==> config.mk <==
export PLATFORM = sky130hd
export DESIGN_NAME = fir_pulse_shaper_flat
export DESIGN_NICKNAME = d
export VERILOG_FILES = /design/src/rtl/fir_pulse_shaper_if.sv /design/src/rtl/fir_pulse_shaper.sv /design/src/flat_wrapper.sv
export SDC_FILE = /design/constraint.sdc
export NUM_CORES = 2
export LEC_CHECK = 0
export ABC_AREA = 0
export CAP_MARGIN = 15
export CORE_ASPECT_RATIO = 1.1
export CORE_UTILIZATION = 51
export CTS_CLUSTER_DIAMETER = 60
export CTS_CLUSTER_SIZE = 24
export DETAILED_ROUTE_END_ITERATION = 8
export PLACE_DENSITY = 0.73
export SLEW_MARGIN = 20
export SYNTH_ARGS = -nofsm -noshare
export SYNTH_HDL_FRONTEND = slang
export SYNTH_SLANG_ARGS = --single-unit
==> constraint.sdc <==
create_clock -name clk -period 19.8 [get_ports clk]
set_input_delay 3.96 -clock clk [delete_from_list [all_inputs] [get_ports clk]]
set_output_delay 3.96 -clock clk [all_outputs]
set_load 0.05 [all_outputs]
==> src/rtl/fir_pulse_shaper_if.sv <==
// Sample stream into and filtered stream out of fir_pulse_shaper.
// master = upstream/downstream side, slave = the filter.
interface fir_pulse_shaper_if #(
  parameter int DATA_W = 16
);
  logic [DATA_W-1:0] in_data;
  logic              in_valid;
  logic              in_ready;
  logic [DATA_W-1:0] out_data;
  logic              out_valid;

  modport master (
    output in_data, in_valid,
    input  in_ready, out_data, out_valid
  );

  modport slave (
    input  in_data, in_valid,
    output in_ready, out_data, out_valid
  );
endinterface

==> src/rtl/fir_pulse_shaper.sv <==
// Time-multiplexed symmetric FIR (31 taps, 16 folded MAC cycles per output).
// Define FIR_SATURATE_EN to clamp the rounded result instead of wrapping it.
module fir_pulse_shaper #(
  parameter  int DATA_W = 16,
  parameter  int COEF_W = 16,
  parameter  int FRAC_W = 13,
  parameter  int NTAPS  = 31,
  parameter  int ACC_W  = 38,
  localparam int NU     = (NTAPS + 1) / 2
) (
  input  logic                 clk,
  input  logic                 reset_n,
  input  logic [NU*COEF_W-1:0] coef_bus,
  fir_pulse_shaper_if.slave    bus
);

  localparam logic [1:0] S_IDLE  = 2'd0;
  localparam logic [1:0] S_ACCUM = 2'd1;
  localparam logic [1:0] S_DONE  = 2'd2;

  localparam int KW  = $clog2(NU);
  localparam int XW  = $clog2(NTAPS);
  localparam int CBW = $clog2(NU * COEF_W);
  localparam int PW  = DATA_W + COEF_W + 1;

  localparam logic signed [ACC_W-1:0] HALF = ACC_W'(1) <<< (FRAC_W - 1);

  logic [1:0]               state_q, state_d;
  logic [KW-1:0]            k_q, k_d;
  logic signed [DATA_W-1:0] x_q [NTAPS];
  logic signed [DATA_W-1:0] x_d [NTAPS];
  logic signed [ACC_W-1:0]  acc_q, acc_d;
  logic [DATA_W-1:0]        out_data_q, out_data_d;
  logic                     out_valid_q, out_valid_d;

  logic signed [DATA_W-1:0] lo, hi;
  logic signed [DATA_W:0]   pre;
  logic [CBW-1:0]           cbase;
  logic signed [COEF_W-1:0] coef;
  logic signed [PW-1:0]     prod;
  logic signed [ACC_W-1:0]  acc_sum, rnd, r;
  logic [DATA_W-1:0]        res;
  logic                     rnd_unused;

  // Folded datapath: the centre tap has no mirror partner, so its second operand is zero.
  always_comb begin
    lo    = x_q[XW'(k_q)];
    hi    = (k_q == KW'(NU - 1)) ? '0 : x_q[XW'(NTAPS - 1) - XW'(k_q)];
    pre   = {lo[DATA_W-1], lo} + {hi[DATA_W-1], hi};
    cbase = CBW'(k_q) * CBW'(COEF_W);
    coef  = coef_bus[cbase +: COEF_W];
    prod  = pre * coef;
    acc_sum = acc_q + {{(ACC_W-PW){prod[PW-1]}}, prod};
    rnd   = acc_sum + HALF;
    r     = rnd >>> FRAC_W;
  end

`ifdef FIR_SATURATE_EN
  localparam logic signed [ACC_W-1:0] MAXV = ACC_W'((2 ** (DATA_W - 1)) - 1);
  localparam logic signed [ACC_W-1:0] MINV = ~MAXV;

  always_comb begin
    if (r > MAXV)      res = {1'b0, {(DATA_W-1){1'b1}}};
    else if (r < MINV) res = {1'b1, {(DATA_W-1){1'b0}}};
    else               res = r[DATA_W-1:0];
  end
`else
  always_comb res = r[DATA_W-1:0];
`endif

  assign rnd_unused = ^{rnd[FRAC_W-1:0], r[ACC_W-1:DATA_W]};

  // The result is rounded off the final accumulate so out_data and out_valid align in DONE.
  always_comb begin
    state_d     = state_q;
    k_d         = k_q;
    x_d         = x_q;
    acc_d       = acc_q;
    out_data_d  = out_data_q;
    out_valid_d = 1'b0;
    case (state_q)
      S_IDLE: begin
        if (bus.in_valid) begin
          x_d[0] = bus.in_data;
          for (int unsigned i = 1; i < NTAPS; i++) x_d[i] = x_q[i-1];
          acc_d   = '0;
          k_d     = '0;
          state_d = S_ACCUM;
        end
      end
      S_ACCUM: begin
        acc_d = acc_sum;
        k_d   = k_q + KW'(1);
        if (k_q == KW'(NU - 1)) begin
          out_data_d  = res;
          out_valid_d = 1'b1;
          state_d     = S_DONE;
        end
      end
      S_DONE:  state_d = S_IDLE;
      default: state_d = S_IDLE;
    endcase
  end

  always_ff @(posedge clk or negedge reset_n) begin
    if (!reset_n) begin
      state_q     <= S_IDLE;
      k_q         <= '0;
      acc_q       <= '0;
      out_data_q  <= '0;
      out_valid_q <= 1'b0;
      for (int unsigned i = 0; i < NTAPS; i++) x_q[i] <= '0;
    end else begin
      state_q     <= state_d;
      k_q         <= k_d;
      acc_q       <= acc_d;
      out_data_q  <= out_data_d;
      out_valid_q <= out_valid_d;
      x_q         <= x_d;
    end
  end

  assign bus.in_ready  = (state_q == S_IDLE);
  assign bus.out_data  = out_data_q;
  assign bus.out_valid = out_valid_q;

endmodule

==> src/flat_wrapper.sv <==
// flat-port wrapper written by rule: the top's interface ports become plain ports
module fir_pulse_shaper_flat 
#(
  parameter  int DATA_W = 16,
  parameter  int COEF_W = 16,
  parameter  int FRAC_W = 13,
  parameter  int NTAPS  = 31,
  parameter  int ACC_W  = 38,
  localparam int NU     = (NTAPS + 1) / 2
)
  (clk, reset_n, coef_bus, bus_in_data, bus_in_valid, bus_in_ready, bus_out_data, bus_out_valid);
  fir_pulse_shaper_if #(.DATA_W(DATA_W)) bus_i ();
  input  logic clk;
  input  logic reset_n;
  input  logic [NU*COEF_W-1:0] coef_bus;
  input wire logic [$bits(bus_i.in_data)-1:0] bus_in_data;
  input wire logic [$bits(bus_i.in_valid)-1:0] bus_in_valid;
  output wire logic [$bits(bus_i.in_ready)-1:0] bus_in_ready;
  output wire logic [$bits(bus_i.out_data)-1:0] bus_out_data;
  output wire logic [$bits(bus_i.out_valid)-1:0] bus_out_valid;
  assign bus_i.in_data = bus_in_data;
  assign bus_i.in_valid = bus_in_valid;
  assign bus_in_ready = bus_i.in_ready;
  assign bus_out_data = bus_i.out_data;
  assign bus_out_valid = bus_i.out_valid;
  fir_pulse_shaper #(.DATA_W(DATA_W), .COEF_W(COEF_W), .FRAC_W(FRAC_W), .NTAPS(NTAPS), .ACC_W(ACC_W)) u_core (.clk(clk), .reset_n(reset_n), .coef_bus(coef_bus), .bus(bus_i));
endmodule
; After elaboration in Yosys (flattened, before gate mapping)
; Cells that the tools add are included.
[word_totals]
out_inout_bits = 18
reg_bits = 557
[classes]
magnitude_cmp = 2
n_eq_ne = 4
mux = 16
reduce_logical = 6
mul = 1
addsub = 5
bitwise = 2
shifts = 1
[op_table]
columns = operator, n
row1 = $shiftx A256 B9 Y16, 1
row2 = $bmux W16 S5, 2
row3 = $mux W16, 5
row4 = $pmux W38 S2, 1
row5 = $add A38 B38 Y38, 1
row6 = $mux W38, 1
row7 = $mul A17 B16 Y33, 1
row8 = $add A29 B14 Y29 const B, 1
row9 = $add A16 B16 Y17, 1
row10 = $ge A6 B6 Y1 const B, 2
row11 = $pmux W4 S2, 1
row12 = $reduce_and A2 Y1, 4
row13 = $not A4 Y6, 1
row14 = $not A5 Y6, 1
row15 = $sub A5 B4 Y5 const A, 1
row16 = $add A4 B1 Y4 const B, 1
row17 = $eq A4 B4 Y1 const B, 1
row18 = $mux W2, 2
row19 = $mux W4, 1
row20 = $pmux W2 S2, 1
row21 = $eq A2 B1 Y1 const B, 1
row22 = $logic_not A2 Y1, 1
row23 = $mux W1, 2
row24 = $ne A2 B1 Y1 const B, 1
row25 = other kinds (2), 2

; Depth between registers and ports, before layout
[depth]
word_depth = 10
ltp_mapped = 54
ltp_nobuf = 49

; Least setup slack after synthesis
; No wires, ideal clock.
[synth_path]
path_kind = input to register
startpoint = input port coef_bus[180]
endpoint = register u_core.out_data_q[13], in the netlist u_core.bus.out_data[13]
cell_stages = 36
arrival_time_ns = 12.274
required_ns = 19.675
setup_time_ns = 0.125
path_slack_ns = 7.401
cell_sequence = mux4_2 mux2_2 o21ai_1 clkbuf_1 nor2_1 fa_1 inv_1 fa_1 inv_1 fa_1 fa_1 fa_1 inv_1 fa_1 inv_1 ha_1 nand2_1 nor2_1 a2111oi_2 a21oi_1 nor2b_1 o21ai_0 a21o_1 a21oi_1 xnor2_1 ha_1 a21o_1 a21oi_1 nand2b_1 a31oi_1 or4_1 a21o_1 a21oi_2 nand2_1 xnor2_1 mux2_4
[synth_via]
elab_chain_len = 4
[synth_lines]
columns = element, line
row1 = start: declaration, flat_wrapper.sv:15  ; input logic [NU*COEF_W-1:0] coef_bus;
row2 = $shiftx A256 B9 Y16, fir_pulse_shaper.sv:51  ; coef = coef_bus[cbase +: COEF_W];
row3 = $mul A17 B16 Y33, fir_pulse_shaper.sv:52  ; prod = pre * coef;
row4 = $add A38 B38 Y38, fir_pulse_shaper.sv:53  ; acc_sum = acc_q + {{(ACC_W-PW){prod[PW-1]}}, prod};
row5 = $add A29 B14 Y29, fir_pulse_shaper.sv:54  ; rnd = acc_sum + HALF;
row6 = end signal: assignment, fir_pulse_shaper.sv:117  ; out_data_q <= out_data_d;
row7 = end: declaration, fir_pulse_shaper.sv:33  ; logic [DATA_W-1:0] out_data_q, out_data_d;
; Every way passes these cells.
; A chain may end at the register's enable or synchronous reset.

; Final worst setup path
[layout_path]
startpoint = register u_core.k_q[1]
endpoint = register u_core.out_data_q[13], in the netlist u_core.bus.out_data[13]
[layout_via]
elab_chain_len = 10
elab_cells_between_ends = 17
[layout_lines]
columns = element, line
row1 = start: declaration, fir_pulse_shaper.sv:29  ; logic [KW-1:0] k_q, k_d;
row2 = start signal: assignment, fir_pulse_shaper.sv:115  ; k_q <= k_d;
row3 = $sub A5 B4 Y5, fir_pulse_shaper.sv:48  ; hi = (k_q == KW'(NU - 1)) ? '0 : x_q[XW'(NTAPS - 1) - XW'(k_q)];
row4 = $not A5 Y6 (implied by the code), fir_pulse_shaper.sv:48
row5 = $bmux W16 S5, fir_pulse_shaper.sv:48
row6 = $mux W16 (implied by the code) (2 in a row), fir_pulse_shaper.sv:48
row7 = $mux W16, fir_pulse_shaper.sv:48
row8 = $add A16 B16 Y17, fir_pulse_shaper.sv:49  ; pre = {lo[DATA_W-1], lo} + {hi[DATA_W-1], hi};
row9 = $mul A17 B16 Y33, fir_pulse_shaper.sv:52
row10 = $add A38 B38 Y38, fir_pulse_shaper.sv:53
row11 = $add A29 B14 Y29, fir_pulse_shaper.sv:54
; Parallel ways exist; a longest one is shown, timed or not. The select of a mux whose other input is x is not followed.

==> results.json <==
{
  "status": "finished, final reports clean",
  "slowest_delay_ps": 730,
  "post_cts_resized": 0,
  "synth_warnings": 0,
  "firstDrtPassIters": 8,
  "cts_buffer_depth": 3,
  "crit_start": "u_core.k_q[1]$_DFFE_PN0P_",
  "crit_family": "adder cells",
  "whs_ps": 477,
  "drt-wirelength-per-cell_um": 19.0,
  "grt_pass1_wl_mm": 166,
  "synth_async_sr_flop_share_pct": 100,
  "clock-sinks": 548,
  "synthFlopType": "dfrtp_1",
  "min_from": "u_core.bus.out_data[0]$_DFFE_PN0P_",
  "crit_top_cell": "fa_1",
  "setup.worst_path.end": "u_core.bus.out_data[13]$_DFFE_PN0P_",
  "route.antenna.remaining_nets": 0,
  "antenna_found_initial": 7,
  "crit_buf_inv": 8,
  "final_hold_viol_count": 0,
  "drtIter0Drc": 2527,
  "end_kind": "flop",
  "rsz0062_at_grt": "false",
  "synth-seq-cells": 548,
  "cts-root-buf": "clkbuf_16",
  "clock_skew_ps": 50.6,
  "yosysMostFrequentCell": "nand2_1",
  "grt_max_degree": 225,
  "clkLatencyLatePin_ps": 630,
  "nets": 4985,
  "core_area_mm2": 0.0760,
  "worst_pin_slew_ps": 1080,
  "dieArea_mm2": 0.0779,
  "synth.distinct_cells": 80,
  "drc": 0,
  "postCtsHoldBufs": 0,
  "synthTopCellsByArea": "dfrtp_1 (35%), nand2_1 (16%), mux4_2 (14%), fa_1 (13%), ha_1 (4.1%)",
  "syn-cell-area_mm2": 0.0391,
  "cts_tree": "done",
  "critPathKind": "reg -> reg",
  "synthTopCellsByCount": "nand2_1 (1712), dfrtp_1 (548), inv_1 (328)",
  "via_per_inst": 5.58,
  "dp.cells": 5320,
  "gp_congestion": 0.947,
  "drv_slew": 0,
  "groute.usage.overall_pct": 27.1,
  "die_y_um": 293,
  "tns_ps": 0,
  "finalNonFillerCells": 5399,
  "post-route-period-util_pct": 68.5,
  "rr_worst_depth": 49,
  "yosysSeqAreaShare_pct": 35.0,
  "cts_buffers": 41,
  "post-cts-setup-buffer-count": 0,
  "avgSynthCellArea_um2": 9.38,
  "initial_core_util_pct": 51.5,
  "num_io_pins": 293,
  "critPathLaunchType": "flop",
  "drive_gt1_share_pct": 9.59,
  "yosys.area.top_type_share_pct": 35.0,
  "finalWirelength_mm": 103,
  "crit_cells": 49,
  "portBuffers": 292,
  "critPathArrivalTime_ps": 14050,
  "r2r-end": "u_core.bus.out_data[13]$_DFFE_PN0P_",
  "die_w_um": 266,
  "rows": 106,
  "setup-violations-final": 0,
  "hp-class": "reg -> reg",
  "synth_edf_count": 0,
  "synth_top_area_cell": "dfrtp_1",
  "path_max_fanout": 43,
  "max_cap_viol_count": 0,
  "vias": 30100,
  "syn-num-nets": 4823,
  "crit_slowest_cell": "xor2_4",
  "cts_max_level": 2,
  "path_clk_slew_ps": 80,
  "grt-ovfl-total": 0,
  "cp.required_ps": 20280,
  "rrSetupSlack_ps": 6230,
  "syn_inst": 4175,
  "area_delta_synth_final_pct": 13.6,
  "min_period_ps": 13570,
  "grt_pass1_vias": 30400,
  "dp_hpwl_mm": 72.9,
  "slew_headroom_pct": 27.9,
  "clock.fmax_mhz": 73.7,
  "regToRegStartpoint": "u_core.k_q[1]$_DFFE_PN0P_"
}
-- state kept, by name (all words and copies together), names as in the netlist --
register,count
u_core.x_q,496
u_core.acc_q,29
u_core.bus.out_data,16
u_core.k_q,4
u_core.state_q,2
u_core.bus.out_valid,1
-- tightest hold or removal path, cell delays in order (launching register included) --
cell     delay [ps]
dfrtp_1         340
nand2_1          50
nand2_1          60
-- metrics by stage --
step / cell area, µm² / setup slack (ps) / utilization [%]
3_5_place_dp: 42900 / 6270 / 56.5
6_report: 44500 / 6230 / 58.5
2_1_floorplan: 39100 / 7400 / -
5_1_grt: 44500 / 5370 / 58.5
3_3_place_gp: 42900 / 6400 / 56.5
4_1_cts: 44400 / 6230 / 58.5
-- area by class of cell --
cell class	count	area, µm²
fillers	6479	31500
clock buffers	44	1050
flip-flops and latches	548	13700
multi-input cells	3079	23400
clock inverters	31	438
repair buffers	338	3320
inverters	329	1230
well taps	1026	1280
diodes	4	10.0
-- kinds of logic after synthesis --
kind of cell    Yosys count  synth area share (%)
fa+ha+maj               373                  16.6
simple gates           2026                  20.5
compound gates          277                  4.62
mux                     298                  15.4
xor+xnor                105                  2.44
buf+inv                 548                  5.35
flops                   548                  35.0
-- cells in the final DEF, fill, tap and decap left out, types with 5 or more instances in the layout --
cell type / netlist / final
inv_6: 0 / 5
nor2_1: 143 / 143
nor3_1: 10 / 10
or2_2: 6 / 6
xor2_1: 35 / 34
mux4_2: 242 / 242
mux2_2: 8 / 8
clkbuf_16: 0 / 41
o21ai_1: 14 / 15
o21ai_0: 83 / 81
buf_4: 1 / 41
mux2i_1: 47 / 47
o21a_1: 11 / 11
nor2b_1: 20 / 19
nand2b_1: 24 / 23
ha_1: 128 / 127
nand3b_1: 5 / 5
clkinv_8: 0 / 7
a21oi_1: 57 / 57
xnor2_1: 67 / 66
dfrtp_1: 548 / 544
nand2_1: 1712 / 1711
fa_1: 245 / 245
clkdlybuf4s50_1: 0 / 291
a211oi_1: 13 / 13
nor4_1: 6 / 6
o22ai_1: 19 / 19
nand3_1: 38 / 38
and2_1: 40 / 39
inv_1: 328 / 328
a21o_1: 24 / 24
-- metal layers --
layer	up-vias	track usage, %	wire length (µm)
li1	13800	-	-
met1	15100	36.0	41800
met2	1000	44.2	49600
met3	215	4.98	7540
met4	6	10.3	3810
met5	-	0	46
-- worst min-delay path by stage --
stage                                               endpoint  slack [ps]  depth (start not counted)
after floorplan                    u_core.x_q[0]$_DFFE_PN0P_         450                          2
after global placement             u_core.x_q[8]$_DFFE_PN0P_         460                          2
after detailed placement  u_core.bus.out_data[0]$_DFFE_PN0P_         460                          2
after CTS                        u_core.x_q[448]$_DFFE_PN0P_         480                          2
after global routing               u_core.x_q[8]$_DFFE_PN0P_         500                          2
final                     u_core.bus.out_data[0]$_DFFE_PN0P_         480                          2
Power is left out: the tool's default activity adds up to more than one toggle a clock period on the data nets, which glitch-free logic cannot reach.
